`src/rtl/multi_port_ring_fifo_pkg.sv`:
```
// Shared helpers for the multi-port ring FIFO: pointer/count widths, lane popcount, thermometer check.
// Lane vectors are zero-extended to MaxLanes before being passed to these functions.
package multi_port_ring_fifo_pkg;

  localparam int MaxLanes = 32;

  function automatic int ptr_w(input int depth);
    return (depth > 1) ? $clog2(depth) : 1;
  endfunction

  function automatic int cnt_w(input int depth);
    return (depth > 0) ? $clog2(depth + 1) : 1;
  endfunction

  function automatic logic [7:0] popcount(input logic [MaxLanes-1:0] v);
    logic [7:0] n;
    n = '0;
    for (int i = 0; i < MaxLanes; i++) begin
      n = n + {7'd0, v[i]};
    end
    return n;
  endfunction

  // Lane 0 first, no gaps: adding one to the low run of ones clears it completely.
  function automatic logic is_thermo(input logic [MaxLanes-1:0] v);
    return ((v & (v + MaxLanes'(1))) == '0);
  endfunction

endpackage

```
`src/rtl/multi_port_ring_fifo_ring_ptr_adv.sv`:
```
// Modular pointer add for a ring of arbitrary Depth; combinational, no backpressure.
// Exact for non-power-of-2 Depth as long as inc_i <= Depth.
module ring_ptr_adv
  import multi_port_ring_fifo_pkg::*;
#(
  parameter  int Depth = 8,
  parameter  int IncW  = cnt_w(Depth),
  localparam int PtrW  = ptr_w(Depth)
) (
  input  logic [PtrW-1:0] ptr_i,
  input  logic [IncW-1:0] inc_i,
  output logic [PtrW-1:0] ptr_o
);

  localparam int SumW = ((PtrW > IncW) ? PtrW : IncW) + 1;

  logic [SumW-1:0] w_sum;

  assign w_sum = SumW'(ptr_i) + SumW'(inc_i);
  assign ptr_o = (w_sum >= SumW'(Depth)) ? PtrW'(w_sum - SumW'(Depth)) : PtrW'(w_sum);

endmodule

```
`src/rtl/multi_port_ring_fifo.sv`:
```
// Multi-lane in-order ring FIFO; 1-cycle latency, 0 when empty with MULTI_PORT_RING_FIFO_BYPASS_EN.
// Backpressure: lane ready from registered free space only; flush/rst drop all handshakes.
module multi_port_ring_fifo
  import multi_port_ring_fifo_pkg::*;
#(
  parameter int Depth       = 8,
  parameter int DataWidth   = 32,
  parameter int EnqWidth    = 2,
  parameter int DeqWidth    = 2,
  parameter int TakenAll    = 0,
  parameter int AFullThresh = Depth - EnqWidth,
  localparam int CntW       = cnt_w(Depth)
) (
  input  logic                                clk,
  input  logic                                rst,
  input  logic                                flush_i,
  input  logic [EnqWidth-1:0]                 enq_vld_i,
  input  logic [EnqWidth-1:0][DataWidth-1:0]  enq_payload_i,
  output logic [EnqWidth-1:0]                 enq_rdy_o,
  output logic [DeqWidth-1:0]                 deq_vld_o,
  output logic [DeqWidth-1:0][DataWidth-1:0]  deq_payload_o,
  input  logic [DeqWidth-1:0]                 deq_rdy_i,
  output logic [CntW-1:0]                     count_o,
  output logic                                empty_o,
  output logic                                full_o,
  output logic                                almost_full_o
);

  localparam int PtrW = ptr_w(Depth);
  localparam int BypW = (EnqWidth < DeqWidth) ? EnqWidth : DeqWidth;

  logic [PtrW-1:0]      r_head;
  logic [PtrW-1:0]      r_tail;
  logic [CntW-1:0]      r_cnt;
  logic [DataWidth-1:0] r_mem [Depth];

  logic                 w_blk;
  logic                 w_byp;
  logic [CntW-1:0]      w_free;
  logic [EnqWidth-1:0]  w_enq_fire;
  logic [DeqWidth-1:0]  w_deq_fire;
  logic [EnqWidth-1:0]  w_wr_en;
  logic [CntW-1:0]      w_n_enq;
  logic [CntW-1:0]      w_n_deq;
  logic [CntW-1:0]      w_nbyp;
  logic [PtrW-1:0]      w_head_nxt;
  logic [PtrW-1:0]      w_tail_nxt;
  logic [PtrW-1:0]      w_wr_slot [EnqWidth];
  logic [PtrW-1:0]      w_rd_slot [DeqWidth];

  assign w_blk  = flush_i | rst;
  assign w_free = CntW'(Depth) - r_cnt;

`ifdef MULTI_PORT_RING_FIFO_BYPASS_EN
  assign w_byp = (r_cnt == '0) & ~flush_i;
`else
  assign w_byp = 1'b0;
`endif

  for (genvar i = 0; i < EnqWidth; i++) begin : g_enq
    assign enq_rdy_o[i] = ~w_blk & ((TakenAll != 0) ? (w_free >= CntW'(EnqWidth))
                                                     : (w_free > CntW'(i)));
    assign w_enq_fire[i] = enq_vld_i[i] & enq_rdy_o[i];
    // Lanes handed straight to the dequeue side are not stored; the rest pack down from r_tail.
    assign w_wr_en[i] = w_enq_fire[i] & (CntW'(i) >= w_nbyp);
    ring_ptr_adv #(.Depth(Depth), .IncW(CntW)) u_wr_slot (
      .ptr_i (r_tail),
      .inc_i (CntW'(i) - w_nbyp),
      .ptr_o (w_wr_slot[i])
    );
  end

  for (genvar i = 0; i < DeqWidth; i++) begin : g_deq
    ring_ptr_adv #(.Depth(Depth), .IncW(CntW)) u_rd_slot (
      .ptr_i (r_head),
      .inc_i (CntW'(i)),
      .ptr_o (w_rd_slot[i])
    );
    if (i < BypW) begin : g_byp
      assign deq_vld_o[i]     = w_byp ? w_enq_fire[i] : (~w_blk & (r_cnt > CntW'(i)));
      assign deq_payload_o[i] = w_byp ? enq_payload_i[i] : r_mem[w_rd_slot[i]];
    end else begin : g_reg
      assign deq_vld_o[i]     = ~w_blk & (r_cnt > CntW'(i));
      assign deq_payload_o[i] = r_mem[w_rd_slot[i]];
    end
    assign w_deq_fire[i] = deq_vld_o[i] & deq_rdy_i[i];
  end

  assign w_n_enq = CntW'(popcount(MaxLanes'(w_enq_fire)));
  assign w_n_deq = CntW'(popcount(MaxLanes'(w_deq_fire)));
  assign w_nbyp  = w_byp ? w_n_deq : '0;

  ring_ptr_adv #(.Depth(Depth), .IncW(CntW)) u_head_adv (
    .ptr_i (r_head),
    .inc_i (w_n_deq - w_nbyp),
    .ptr_o (w_head_nxt)
  );

  ring_ptr_adv #(.Depth(Depth), .IncW(CntW)) u_tail_adv (
    .ptr_i (r_tail),
    .inc_i (w_n_enq - w_nbyp),
    .ptr_o (w_tail_nxt)
  );

  always_ff @(posedge clk) begin
    if (rst || flush_i) begin
      r_head <= '0;
      r_tail <= '0;
      r_cnt  <= '0;
    end else begin
      r_head <= w_head_nxt;
      r_tail <= w_tail_nxt;
      r_cnt  <= r_cnt + w_n_enq - w_n_deq;
    end
  end

  always_ff @(posedge clk) begin
    for (int j = 0; j < EnqWidth; j++) begin
      if (w_wr_en[j]) begin
        r_mem[w_wr_slot[j]] <= enq_payload_i[j];
      end
    end
  end

  assign count_o       = r_cnt;
  assign empty_o       = (r_cnt == '0);
  assign full_o        = (r_cnt == CntW'(Depth));
  assign almost_full_o = (32'(r_cnt) >= AFullThresh);

  a_enq_vld_thermo: assert property (@(posedge clk) disable iff (rst)
    is_thermo(MaxLanes'(enq_vld_i)));
  a_deq_rdy_thermo: assert property (@(posedge clk) disable iff (rst)
    is_thermo(MaxLanes'(deq_rdy_i)));

endmodule

```
`config.mk`:
```
export PLATFORM = sky130hd
export DESIGN_NAME = multi_port_ring_fifo
export DESIGN_NICKNAME = d
export VERILOG_FILES = /design/src/rtl/multi_port_ring_fifo_pkg.sv /design/src/rtl/multi_port_ring_fifo_ring_ptr_adv.sv /design/src/rtl/multi_port_ring_fifo.sv
export SDC_FILE = /design/constraint.sdc
export NUM_CORES = 1
export LEC_CHECK = 0
export BUFFER_PORTS_ARGS = -buffer_cell sky130_fd_sc_hd__buf_2
export CAP_MARGIN = 20
export CORE_ASPECT_RATIO = 2
export CORE_UTILIZATION = 60
export DETAILED_ROUTE_END_ITERATION = 10
export PLACE_DENSITY = 0.8
export RECOVER_POWER = 100
export SLEW_MARGIN = 15
export SYNTH_ARGS = -nofsm -noshare
export SYNTH_HDL_FRONTEND = slang
export SYNTH_SLANG_ARGS = --single-unit
```
`constraint.sdc`:
```
create_clock -name clk -period 6.15 [get_ports clk]
set_input_delay 1.23 -clock clk [delete_from_list [all_inputs] [get_ports clk]]
set_output_delay 1.23 -clock clk [all_outputs]
set_load 0.05 [all_outputs]
```
==> flow_metrics.env <==
export IMPL_syn_area_mm2=0.01569
export IMPL_vias=9038
export IMPL_synth_area_leader_cell="edfxtp_1"
export IMPL_slew_violations=347
export IMPL_ys_warn_count=0
export IMPL_first_pass_iters=5
export IMPL_max_slew_worst_pin_slew_ns=2.706
export IMPL_layout_cells_most_common_list="mux2_2 (261), edfxtp_1 (256), mux4_2 (128)"
export IMPL_final_area_mm2=0.01712
export IMPL_path_clk_slew_ns=0.07
export IMPL_routed_wl_um=36840
export IMPL_holdCritStartpoint="r_tail[2]$_SDFF_PP0_"
export IMPL_fin_util=0.6675
export IMPL_cp_cell_sequence="ha_2, buf_12, mux4_2, mux2_2, clkbuf_1"
export IMPL_hold_viol_final=0
export IMPL_critPathKind="reg -> out"
export IMPL_initial_core_util=0.6117
export IMPL_yosys_area_share_simple=0.01914
export IMPL_critPathArrivalTime_ns=3.92
export IMPL_start_kind="flip-flop"
export IMPL_pwr_density_cell_mw_per_mm2=228.0
export IMPL_crit_path_top_delay_cell="ha_2"
export IMPL_grt_pass1_vias=9426
export IMPL_viasPerCell=6.626
export IMPL_die_area_mm2=0.02684
export IMPL_ys_seq_area_frac=0.5027
export IMPL_crit_reg2reg_launch="r_tail[0]$_SDFF_PP0_"
export IMPL_synthArstFlopShare=0
export IMPL_slew_headroom=-0.8041
export IMPL_cts_setup_buffers=0
export IMPL_fin_ws_ns=0.9998
export IMPL_die_h_um=230.7
export IMPL_cts_resized_gates=0
export IMPL_synth_compound_area_frac=0.004944
export IMPL_die_width_um=116.3
export IMPL_synth_ff_type="edfxtp_1"
export IMPL_grt_pass1_wl_um=55130
export IMPL_violations="capacitance limit, slew limit"
export IMPL_cts_root_buf="clkbuf_16"
export IMPL_numClockSinks=266
export IMPL_max_cap_viol_count=11
export IMPL_hold_depth=2
export IMPL_yosys_area_share_adder=0.01627
export IMPL_hold_end="r_tail[2]$_SDFF_PP0_"
export IMPL_syn_inst=876
export IMPL_synth_area_per_cell_um2=17.91
export IMPL_synth_area_leaders="edfxtp_1 (49%), mux2_2 (19%), mux4_2 (18%)"
export IMPL_hpwl_um=23400
export IMPL_grt_max_degree=52
export IMPL_wl_per_cell_um=27.01
export IMPL_fin_crit_ns=5.150
export IMPL_numPortBuffers=145
export IMPL_layout_commonest_cell="mux2_2"
export IMPL_cp_end_kind="output port"
export IMPL_layout_nets=1094
export IMPL_yosysUniqueCellTypes=37
export IMPL_p_leak_nw=5.416
export IMPL_synth_mux_area_frac=0.4273
export IMPL_cp_max_fo=38
export IMPL_total_power_mw=3.904
export IMPL_globalRoute_totalOverflow=0
export IMPL_crit_required_ns=4.92
export IMPL_synth_nets=965
export IMPL_antenna_found_initial=3
export IMPL_max_clock_freq_mhz=194.2
export IMPL_detail_route_antenna_nets=0
export IMPL_reg2regPathDepth=6
export IMPL_min_path_type="reg -> reg"
export IMPL_crit_reg2reg_capture="r_mem[5][23]$_DFFE_PP_"
export IMPL_grt_total_usage=0.2848
export IMPL_gp_congestion=0.7867
export IMPL_ios=146
export IMPL_critPathMaxStageDelay_ns=1.18
export IMPL_stdcell_count=1364
export IMPL_ir_worst_vdd_uv=226.0
export IMPL_drt_initial_drc_count=669
export IMPL_fillers=1888
export IMPL_rsz0062_at_grt="false"
export IMPL_synth_xor_area_share=0.003907
export IMPL_areaGrowthSynthToFinish_pct=9.123
export IMPL_cts_buffers=24
export IMPL_finalSetupViolations=0
export IMPL_fp_row_count=83
export IMPL_htreeDepth=1
export IMPL_synth_edff_count=256
export IMPL_drive_gt1_frac=0.5132
export IMPL_core_area_mm2=0.02565
export IMPL_dpl_cell_count=1318
export IMPL_drc=0
export IMPL_clk_path_buf_depth=3
export IMPL_finalCritPeriodShare=0.8374
export IMPL_cts_hold_buf=0
export IMPL_worstSkewPairLatency_ns=0.53
export IMPL_holdWs_ns=0.6223
export IMPL_netlist_area_leader_share=0.4900
export IMPL_r2r_slack_ns=1.28
export IMPL_tns_ns=0
export IMPL_synth_top_family_by_area="multiplexers"
export IMPL_ys_seq_elements=266
export IMPL_pre_cts_slack_ns=1.765
export IMPL_clock_skew_final_ns=0.01503
export IMPL_post_dp_cell_area_mm2=0.01683
export IMPL_status="complete, but fails checks"
export IMPL_cts_tree="built"
==> report_power, final <==
group | leakage (nW) | switching (mW) | internal (mW)
sequential | 2.40 | 0.0156 | 2.01
clock | 0.361 | 0.656 | 0.784
combinational | 2.66 | 0.265 | 0.171
==> flip-flops by register name, summed over array words and instances, names as in the netlist <==
register	count
r_head	3
count_o	4
r_mem	256
r_tail	3
==> worst max-delay path, delay by kind of cell (launching register included) <==
kind	cells	cell delay (ns)
adders and majority gates	1	1.18
muxes	2	0.88
DFF	1	0.65
buffers and inverters	2	0.64
==> Yosys cell counts (10+ instances only) <==
library cell / n
mux2_2: 262
edfxtp_1: 256
mux4_2: 128
mux2_4: 58
buf_2: 29
ha_1: 14
inv_1: 13
nor2_1: 12
buf_1: 11
clkbuf_1: 11
and2_1: 10
dfxtp_1: 10
==> worst max path at each step <==
stage               cells after the start                 start  slack (ns)                     end
finish                                  5  r_head[1]$_SDFF_PP0_         1.0       deq_payload_o[50]
global route                            5  r_head[1]$_SDFF_PP0_        0.75       deq_payload_o[53]
CTS                                     5  r_head[1]$_SDFF_PP0_        1.46       deq_payload_o[53]
detailed placement                      7               flush_i        1.76  r_mem[5][22]$_DFFE_PP_
global placement                        7               flush_i        1.89  r_mem[5][15]$_DFFE_PP_
floorplan                               5               flush_i        0.62   r_mem[4][0]$_DFFE_PP_
==> cell families after synthesis <==
group / Yosys count
AO/OA/AOI/OAI: 12
XOR/XNOR: 7
multiplexers: 448
AND/OR/NAND/NOR: 47
flip-flops: 266
adder cells (fa/ha/maj): 18
buffers and inverters: 78
==> area by class of cell <==
type,instances,area [um2],area share
Antenna cell,1,2.502,0.0001462
Inverter,13,48.80,0.002850
Timing Repair Buffer,168,774.5,0.04524
Tap cell,340,425.4,0.02485
Clock inverter,9,43.79,0.002558
Multi-Input combinational cell,532,7237,0.4227
Clock buffer,35,693.2,0.04049
Sequential cell,266,7896,0.4612
==> metal layers <==
layer  global-route usage  vias up  part of all wire
met5                    0        -           0.00092
met4               0.1246        6             0.037
met3              0.03938       92             0.053
met2               0.5116      324              0.56
met1               0.3318     4743              0.35
li1                     -     3873                 -
(Power assumes the default switching activity.)
